<file path="config.mk">
export PLATFORM = sky130hd
export DESIGN_NAME = mem_access_seq_flat
export DESIGN_NICKNAME = d
export VERILOG_FILES = /design/src/rtl/mem_access_seq_if.sv /design/src/rtl/mem_access_seq.sv /design/src/flat_wrapper.sv
export SDC_FILE = /design/constraint.sdc
export NUM_CORES = 1
export LEC_CHECK = 0
export BUFFER_PORTS_ARGS = -buffer_cell sky130_fd_sc_hd__buf_2
export CAP_MARGIN = 30
export CORE_MARGIN = 2
export CORE_UTILIZATION = 43
export DETAILED_ROUTE_END_ITERATION = 8
export PLACE_DENSITY_LB_ADDON = 0.05
export RECOVER_POWER = 50
export SETUP_SLACK_MARGIN = 0.3
export SYNTH_ARGS = -nofsm -noshare
export SYNTH_HDL_FRONTEND = slang
export SYNTH_SLANG_ARGS = --single-unit
</file>
<file path="constraint.sdc">
create_clock -name clk_i -period 1.6 [get_ports clk_i]
set_input_delay 0.24 -clock clk_i [delete_from_list [all_inputs] [get_ports clk_i]]
set_output_delay 0.24 -clock clk_i [all_outputs]
set_load 0.01 [all_outputs]
</file>
<file path="src/rtl/mem_access_seq_if.sv">
// rtl/mem_access_seq_if.sv - request-side and pseudo-MMU-side signals of the load/store sequencer
interface mem_access_seq_if #(
  parameter int DATA_WIDTH = 32
);
  logic                  req_i;
  logic                  we_i;
  logic [2:0]            funct3_i;
  logic [DATA_WIDTH-1:0] addr_i;
  logic [DATA_WIDTH-1:0] wdata_i;
  logic                  busy_o;
  logic                  done_o;
  logic                  fault_o;
  logic [DATA_WIDTH-1:0] fault_addr_o;
  logic [DATA_WIDTH-1:0] mdr_o;
  logic [DATA_WIDTH-1:0] pmmu_ir_o;
  logic [DATA_WIDTH-1:0] pmmu_addr_o;
  logic [DATA_WIDTH-1:0] pmmu_wd_o;
  logic                  pmmu_mrd_o;
  logic                  pmmu_mwr_o;
  logic [DATA_WIDTH-1:0] pmmu_rd_i;
  logic                  pmmu_rdy_i;

  modport master (
    output req_i, we_i, funct3_i, addr_i, wdata_i, pmmu_rd_i, pmmu_rdy_i,
    input  busy_o, done_o, fault_o, fault_addr_o, mdr_o,
    input  pmmu_ir_o, pmmu_addr_o, pmmu_wd_o, pmmu_mrd_o, pmmu_mwr_o
  );

  modport slave (
    input  req_i, we_i, funct3_i, addr_i, wdata_i, pmmu_rd_i, pmmu_rdy_i,
    output busy_o, done_o, fault_o, fault_addr_o, mdr_o,
    output pmmu_ir_o, pmmu_addr_o, pmmu_wd_o, pmmu_mrd_o, pmmu_mwr_o
  );
endinterface

</file>
<file path="src/rtl/mem_access_seq.sv">
// rtl/mem_access_seq.sv - multi-cycle load/store sequencer driving the pseudo-MMU strobes
// Optional misaligned/illegal access trap: define MISALIGN_TRAP_EN.
module mem_access_seq #(
  parameter int DATA_WIDTH = 32
) (
  input  logic           clk_i,
  input  logic           reset_i,
  mem_access_seq_if.slave bus
);

  typedef enum logic [2:0] {
    S_IDLE,
    S_RD_ADDR,
    S_RD_DATA,
    S_RMW_RD,
    S_WR,
    S_DONE,
    S_FAULT
  } state_t;

  state_t                r_state;
  logic                  r_busy;
  logic                  r_done;
  logic                  r_mrd_n;
  logic                  r_mwr_n;
  logic [2:0]            r_funct3;
  logic [DATA_WIDTH-1:0] r_addr;
  logic [DATA_WIDTH-1:0] r_wdata;
  logic [DATA_WIDTH-1:0] r_mdr;
  logic [DATA_WIDTH-1:0] w_ir;
  logic [1:0]            w_size;
  logic                  w_is_word;
  logic                  w_trap;

  assign w_size    = bus.funct3_i[1:0];
  assign w_is_word = w_size[1];

`ifdef MISALIGN_TRAP_EN
  logic                  r_fault;
  logic [DATA_WIDTH-1:0] r_fault_addr;

  assign w_trap = (w_size == 2'b11)
               || ((w_size == 2'b01) && bus.addr_i[0])
               || ((w_size == 2'b10) && (bus.addr_i[1:0] != 2'b00));
  assign bus.fault_o      = r_fault;
  assign bus.fault_addr_o = r_fault_addr;
`else
  // Without the trap, size 11 falls through to the word path.
  assign w_trap           = 1'b0;
  assign bus.fault_o      = 1'b0;
  assign bus.fault_addr_o = '0;
`endif

  always_comb begin
    w_ir         = '0;
    w_ir[14:12]  = r_funct3;
  end

  always_ff @(posedge clk_i) begin
    if (reset_i) begin
      r_state  <= S_IDLE;
      r_busy   <= 1'b0;
      r_done   <= 1'b0;
      r_mrd_n  <= 1'b1;
      r_mwr_n  <= 1'b1;
      r_funct3 <= '0;
      r_addr   <= '0;
      r_wdata  <= '0;
      r_mdr    <= '0;
`ifdef MISALIGN_TRAP_EN
      r_fault      <= 1'b0;
      r_fault_addr <= '0;
`endif
    end else begin
      r_done <= 1'b0;
`ifdef MISALIGN_TRAP_EN
      r_fault <= 1'b0;
`endif
      case (r_state)
        S_IDLE: begin
          if (bus.req_i) begin
            r_funct3 <= bus.funct3_i;
            r_addr   <= bus.addr_i;
            r_wdata  <= bus.wdata_i;
            r_busy   <= 1'b1;
            if (w_trap) begin
              r_state <= S_FAULT;
`ifdef MISALIGN_TRAP_EN
              r_fault      <= 1'b1;
              r_fault_addr <= bus.addr_i;
`endif
            end else if (!bus.we_i) begin
              r_state <= S_RD_ADDR;
              r_mrd_n <= 1'b0;
            end else if (w_is_word) begin
              r_state <= S_WR;
              r_mwr_n <= 1'b0;
            end else begin
              // Sub-word store reads the word first so the MMU can merge lanes.
              r_state <= S_RMW_RD;
              r_mrd_n <= 1'b0;
            end
          end
        end
        S_RD_ADDR: begin
          if (bus.pmmu_rdy_i) r_state <= S_RD_DATA;
        end
        S_RD_DATA: begin
          if (bus.pmmu_rdy_i) begin
            r_mdr   <= bus.pmmu_rd_i;
            r_state <= S_DONE;
            r_mrd_n <= 1'b1;
            r_done  <= 1'b1;
          end
        end
        S_RMW_RD: begin
          if (bus.pmmu_rdy_i) begin
            r_state <= S_WR;
            r_mrd_n <= 1'b1;
            r_mwr_n <= 1'b0;
          end
        end
        S_WR: begin
          if (bus.pmmu_rdy_i) begin
            r_state <= S_DONE;
            r_mwr_n <= 1'b1;
            r_done  <= 1'b1;
          end
        end
        S_DONE: begin
          r_state <= S_IDLE;
          r_busy  <= 1'b0;
        end
        S_FAULT: begin
          r_state <= S_IDLE;
          r_busy  <= 1'b0;
        end
        default: begin
          r_state <= S_IDLE;
          r_busy  <= 1'b0;
          r_mrd_n <= 1'b1;
          r_mwr_n <= 1'b1;
        end
      endcase
    end
  end

  assign bus.busy_o      = r_busy;
  assign bus.done_o      = r_done;
  assign bus.mdr_o       = r_mdr;
  assign bus.pmmu_ir_o   = w_ir;
  assign bus.pmmu_addr_o = r_addr;
  assign bus.pmmu_wd_o   = r_wdata;
  assign bus.pmmu_mrd_o  = r_mrd_n;
  assign bus.pmmu_mwr_o  = r_mwr_n;

endmodule

</file>
<file path="src/flat_wrapper.sv">
// flat-port wrapper written by rule: the top's interface ports become plain ports
module mem_access_seq_flat 
#(
  parameter int DATA_WIDTH = 32
)
  (clk_i, reset_i, bus_req_i, bus_we_i, bus_funct3_i, bus_addr_i, bus_wdata_i, bus_pmmu_rd_i, bus_pmmu_rdy_i, bus_busy_o, bus_done_o, bus_fault_o, bus_fault_addr_o, bus_mdr_o, bus_pmmu_ir_o, bus_pmmu_addr_o, bus_pmmu_wd_o, bus_pmmu_mrd_o, bus_pmmu_mwr_o);
  mem_access_seq_if #(.DATA_WIDTH(DATA_WIDTH)) bus_i ();
  input  logic clk_i;
  input  logic reset_i;
  input wire logic [$bits(bus_i.req_i)-1:0] bus_req_i;
  input wire logic [$bits(bus_i.we_i)-1:0] bus_we_i;
  input wire logic [$bits(bus_i.funct3_i)-1:0] bus_funct3_i;
  input wire logic [$bits(bus_i.addr_i)-1:0] bus_addr_i;
  input wire logic [$bits(bus_i.wdata_i)-1:0] bus_wdata_i;
  input wire logic [$bits(bus_i.pmmu_rd_i)-1:0] bus_pmmu_rd_i;
  input wire logic [$bits(bus_i.pmmu_rdy_i)-1:0] bus_pmmu_rdy_i;
  output wire logic [$bits(bus_i.busy_o)-1:0] bus_busy_o;
  output wire logic [$bits(bus_i.done_o)-1:0] bus_done_o;
  output wire logic [$bits(bus_i.fault_o)-1:0] bus_fault_o;
  output wire logic [$bits(bus_i.fault_addr_o)-1:0] bus_fault_addr_o;
  output wire logic [$bits(bus_i.mdr_o)-1:0] bus_mdr_o;
  output wire logic [$bits(bus_i.pmmu_ir_o)-1:0] bus_pmmu_ir_o;
  output wire logic [$bits(bus_i.pmmu_addr_o)-1:0] bus_pmmu_addr_o;
  output wire logic [$bits(bus_i.pmmu_wd_o)-1:0] bus_pmmu_wd_o;
  output wire logic [$bits(bus_i.pmmu_mrd_o)-1:0] bus_pmmu_mrd_o;
  output wire logic [$bits(bus_i.pmmu_mwr_o)-1:0] bus_pmmu_mwr_o;
  assign bus_i.req_i = bus_req_i;
  assign bus_i.we_i = bus_we_i;
  assign bus_i.funct3_i = bus_funct3_i;
  assign bus_i.addr_i = bus_addr_i;
  assign bus_i.wdata_i = bus_wdata_i;
  assign bus_i.pmmu_rd_i = bus_pmmu_rd_i;
  assign bus_i.pmmu_rdy_i = bus_pmmu_rdy_i;
  assign bus_busy_o = bus_i.busy_o;
  assign bus_done_o = bus_i.done_o;
  assign bus_fault_o = bus_i.fault_o;
  assign bus_fault_addr_o = bus_i.fault_addr_o;
  assign bus_mdr_o = bus_i.mdr_o;
  assign bus_pmmu_ir_o = bus_i.pmmu_ir_o;
  assign bus_pmmu_addr_o = bus_i.pmmu_addr_o;
  assign bus_pmmu_wd_o = bus_i.pmmu_wd_o;
  assign bus_pmmu_mrd_o = bus_i.pmmu_mrd_o;
  assign bus_pmmu_mwr_o = bus_i.pmmu_mwr_o;
  mem_access_seq #(.DATA_WIDTH(DATA_WIDTH)) u_core (.clk_i(clk_i), .reset_i(reset_i), .bus(bus_i));
endmodule
</file>
=== Yosys cells after proc, flatten, opt, wreduce, memory -nomap -nowiden ===
Index checks and enable logic that the tools add are counted.

* Bits in registers: 106
* Input bits: 104
* Output and inout port bits: 165
* Word-level logic and storage cells: 61

* Eq/ne operators: 15
* Mux-type cells: 20
* Bitwise logic cells: 4
* Reductions and logical operators: 13

{| class="wikitable"
|+ Operators with widths
! operator !! count
|-
| 2-to-1 mux 3 bit || 6
|-
| inequality test 2 bit, second input constant || 6
|-
| one-hot mux 3 bit (4 select lines) || 1
|-
| OR reduction 4 bit || 3
|-
| 2-to-1 mux 1 bit || 10
|-
| == test 3 bit, second input constant || 3
|-
| AND reduction 4 bit || 2
|-
| == test 3 x 2 -> 1 bit, second input constant || 2
|-
| AND reduction 2 bit || 3
|-
| AND reduction 6 bit || 1
|-
| OR reduction 2 bit || 3
|-
| inequality test 2 x 1 -> 1 bit, second input constant || 2
|-
| inverter 1 bit || 4
|-
| one-hot mux 1 bit (4 select lines) || 1
|-
| == test 3 x 1 -> 1 bit, second input constant || 1
|-
| logical NOT 3 bit || 1
|-
| inequality test 3 bit, second input constant || 1
|-
| one-hot mux 1 bit (3 select lines) || 1
|-
| one-hot mux 1 bit (2 select lines) || 1
|}

=== Depth between registers and ports, before layout ===
* Depth in word-level cells: 4
* Depth in mapped cells: 7

=== Worst setup path before layout ===
OpenSTA, ideal clock, no wires.

* Kind: reg2reg
* From: reg u_core.r_state[0]
* To: reg u_core.r_addr[30], in the netlist u_core.bus.pmmu_addr_o[30]
* Arrival time: 1.271 ns
* Data required time: 1.468 ns
* Path slack: 0.197 ns
* Cell stages (with the launch flop): 8
* Path buffers: 3
* Cell sequence: dfxtp_1 -> or2_4 -> or2_1 -> buf_2 -> buf_6 -> buf_6 -> nand2_1 -> a21oi_1

* Longest elaborated chain between the ends: 2

{| class="wikitable"
|+ RTL lines
! item !! line !! source
|-
| start, declared || mem_access_seq.sv:21 || <nowiki>state_t r_state;</nowiki>
|-
| start signal, assigned || mem_access_seq.sv:61 || <nowiki>r_state <= S_IDLE;</nowiki>
|-
| start signal, assigned || mem_access_seq.sv:87 || <nowiki>r_state <= S_FAULT;</nowiki>
|-
| start signal, assigned || mem_access_seq.sv:93 || <nowiki>r_state <= S_RD_ADDR;</nowiki>
|-
| logical NOT 3 bit || mem_access_seq.sv:79 || <nowiki>case (r_state)</nowiki>
|-
| AND reduction 2 bit (no source line) || - ||
|-
| end signal, assigned || mem_access_seq.sv:83 || <nowiki>r_addr <= bus.addr_i;</nowiki>
|-
| end, declared || mem_access_seq.sv:27 || <nowiki>logic [DATA_WIDTH-1:0] r_addr;</nowiki>
|}

Every way passes these cells.
A chain may end at the register's enable or synchronous reset.

=== Final worst setup path ===
* From: reg u_core.r_state[2]
* To: reg u_core.r_mdr[10], in the netlist u_core.bus.mdr_o[10]

* Longest elaborated chain between the ends: 2

{| class="wikitable"
|+ RTL lines
! item !! line !! source
|-
| == test 3 x 2 -> 1 bit || mem_access_seq.sv:79 ||
|-
| AND reduction 2 bit (no source line) || - ||
|-
| end signal, assigned || mem_access_seq.sv:110 || <nowiki>r_mdr <= bus.pmmu_rd_i;</nowiki>
|-
| end, declared || mem_access_seq.sv:29 || <nowiki>logic [DATA_WIDTH-1:0] r_mdr;</nowiki>
|}

Every way passes these cells.

==> flow_summary.json <==
{
  "final_nets": 857,
  "synthCells": 543,
  "final.period_utilization_pct": 86.9,
  "hold_path_class": "primary input to register",
  "cts_buffer_depth": 2,
  "post_synth_and_or_nand_nor_area_fraction_pct": 20.4,
  "fillers": 954,
  "path_buf_inv": 1,
  "yosysWarnings": 0,
  "cts-root-buf": "clkbuf_8",
  "wl_per_cell_um": 13.5,
  "cts_made_buffers": 9,
  "outcome": "completed",
  "synth_flop_cell": "dfxtp_1",
  "ys_seq_area_share_pct": 49.6,
  "fin_skew_ps": 14.1,
  "irDropWorstVdd_uv": 601,
  "rsz0062_at_grt": "yes",
  "crit_type": "register to register",
  "timing.final.ws_setup_ps": 209,
  "worstSetupStartpointType": "register",
  "htree_num_levels": 3,
  "synth_fa_ha_area_share_pct": 0,
  "place_hpwl_um": 7550,
  "rows": 36,
  "n_antenna_cell": 0,
  "slew_viol_final": 0,
  "synth_cell_types": 33,
  "die_area_mm2": 0.0108,
  "routed_wl_um": 12100,
  "antenna_found_initial": 0,
  "synth_top_area_cell": "dfxtp_1",
  "crit_slowest_cell": "dfxtp_1",
  "vias_per_cell": 4.58,
  "grt.total_usage_pct": 19.1,
  "hold_violations": 0,
  "synth_top_family_by_area": "simple AND/OR/NAND/NOR gates",
  "max_freq_mhz": 719,
  "crit_family": "simple AND/OR/NAND/NOR gates",
  "crit_fanout": 8,
  "areaGrowthSynthToFinish_pct": 38.3,
  "register_area_mm2": 0.00213,
  "fp.coreArea_mm2": 0.00973,
  "boundaryPins": 269,
  "cp.arrival_ps": 1620,
  "cts_tree": "done",
  "path_cells": "nand3b_1, or2_4, clkbuf_16, nand2_2, a21oi_1",
  "detailedPlace.worstSlack_ps": 90.0,
  "muxShareOfSynthArea_pct": 0.234,
  "async_flop_share_pct": 0,
  "grt_overflow": 0,
  "die_y_um": 104,
  "synth.area.top_cells": "dfxtp_1 (50%), nand2_1 (18%), a21oi_1 (12%)",
  "multi_input_area_mm2": 0.00204,
  "slowest_delay_ps": 370,
  "final_antenna_net_count": 0,
  "vias": 4078,
  "drive_gt1_share_pct": 27.6,
  "cp.required_ps": 1830,
  "fin_crit_ps": 1390,
  "netlist_area_mm2": 0.00427,
  "synth_xor_area_share_pct": 0.205,
  "p_leak_nw": 2.41,
  "synth_seq_cells": 106,
  "worstSkewPairLatency_ps": 360,
  "setup_tns_ps": 0,
  "dr.pass1.iters": 6,
  "initial_core_util_pct": 43.9,
  "clock-sinks": 106,
  "synth_top_area_share_pct": 49.6,
  "synth_compound_area_share_pct": 13.9,
  "cp-end-kind": "register",
  "clkTransAtPathRegs_ps": 100,
  "grt_pass1_vias": 3568,
  "portBuffers": 206,
  "powerDensity_mw_per_mm2": 1300,
  "synth_edf_count": 0,
  "grt_pass1_wl_um": 16900,
  "drv_cap": 0,
  "drt_iter0_drc": 113,
  "cts_hold_buf": 0,
  "setup_viol": 0,
  "drc": 0,
  "grt_max_degree": 59,
  "place_congestion": 0.704,
  "die-width_um": 104,
  "avgSynthCellArea_um2": 7.87
}
## cells in the mapped netlist (2+ instances only)
cell	instances
a21oi_1	102
buf_2	16
buf_4	65
buf_6	3
clkbuf_1	15
dfxtp_1	106
nand2_1	203
nor2_1	5
nor3_1	2
nor4b_1	2
or2_1	2
## report_power, final
part / internal (mW) / leakage [nW] / total [mW] / switching [mW]
Sequential: 3.02 / 0.866 / 3.24 / 0.220
Combinational: 1.23 / 1.44 / 2.78 / 1.55
Clock: 0.763 / 0.0994 / 1.65 / 0.891
## path summary, 6_finish.rpt
check	from	endpoint	slack (ps)	cells past startpoint
min reg2reg	u_core.bus.pmmu_wd_o[9]	u_core.bus.pmmu_wd_o[9]	460	2
max	u_core.r_state[2]	u_core.bus.mdr_o[10]	210	5
min	bus_wdata_i[23]	u_core.bus.pmmu_wd_o[23]	100	3
max reg2reg	u_core.r_state[2]	u_core.bus.mdr_o[10]	210	5
## stage by stage
| stage | utilization [%] | area [µm²] | instances | power [mW] | hold WS, ps |
|---|---|---|---|---|---|
| detailed placement | 53.4 | 5190 | 856 | 5.39 | 443 |
| floorplan | - | 4510 | 604 | 4.73 | 376 |
| global placement | 53.4 | 5190 | 856 | 5.34 | 435 |
| CTS | 56.2 | 5470 | 876 | 7.19 | 90.7 |
| global route | 60.8 | 5910 | 890 | 8.11 | 102 |
| finish | 60.8 | 5910 | 890 | 7.68 | 103 |
## cell usage in the layout (no fill, tap or decap), types with 3 or more instances in the layout
cell type,count
buf_12,8
clkbuf_1,104
dfxtp_1,105
nand2_2,10
a21oi_2,19
clkbuf_16,6
buf_4,13
nand2_1,171
a21oi_1,83
nand2_4,22
nor2_1,3
or2_4,3
clkbuf_8,10
buf_2,102
conb_1,62
## sequential cells by signal, summed over array words and instances (netlist names)
signal	flops
u_core.bus.pmmu_mrd_o	1
u_core.bus.pmmu_wd_o	32
u_core.bus.mdr_o	32
u_core.bus.pmmu_mwr_o	1
u_core.r_state	3
u_core.bus.busy_o	1
u_core.r_funct3	3
u_core.bus.done_o	1
u_core.bus.pmmu_addr_o	32
## tightest hold or removal path: cells and delay by family
family / cells / cell delay (ps)
AO/OA/AOI/OAI: 1 / 50
AND/OR/NAND/NOR: 1 / 40
buffers and inverters: 1 / 90
## layout make-up
type / count / area share, %
flip-flops and latches: 106 / 36.0
multi-input cells: 398 / 34.4
repair buffers: 237 / 23.4
well taps: 133 / 2.82
clock buffers: 11 / 2.39
clock inverters: 4 / 0.889
inverters: 1 / 0.0635
## layer usage
metal	part of all wire (%)	vias up	global-route usage (%)
met3	7.3	11	5.35
met4	1.2	0	6.18
met2	51	148	34.2
li1	-	2040	-
met5	0	-	0
met1	40	1879	22.0
## logic make-up after synthesis
kind of cell           count (synthesis)
other                                  1
AND/OR/NAND/NOR                      222
buffers and inverters                100
flip-flops                           106
XOR/XNOR                               1
multiplexers                           1
AO/OA/AOI/OAI                        112
## what timing repair did
| item | 4_1_cts | 5_1_grt |
|---|---|---|
| endpoints found under the setup margin | 102 | 102 |
| gates cloned | 1 | 10 |
| hold endpoints to repair | 0 | 0 |
| resized for setup | 9 | 88 |
| pin swaps | 3 | 45 |
| setup buffers | 4 | 4 |
No activity file was read; power rests on OpenSTA's default activity.
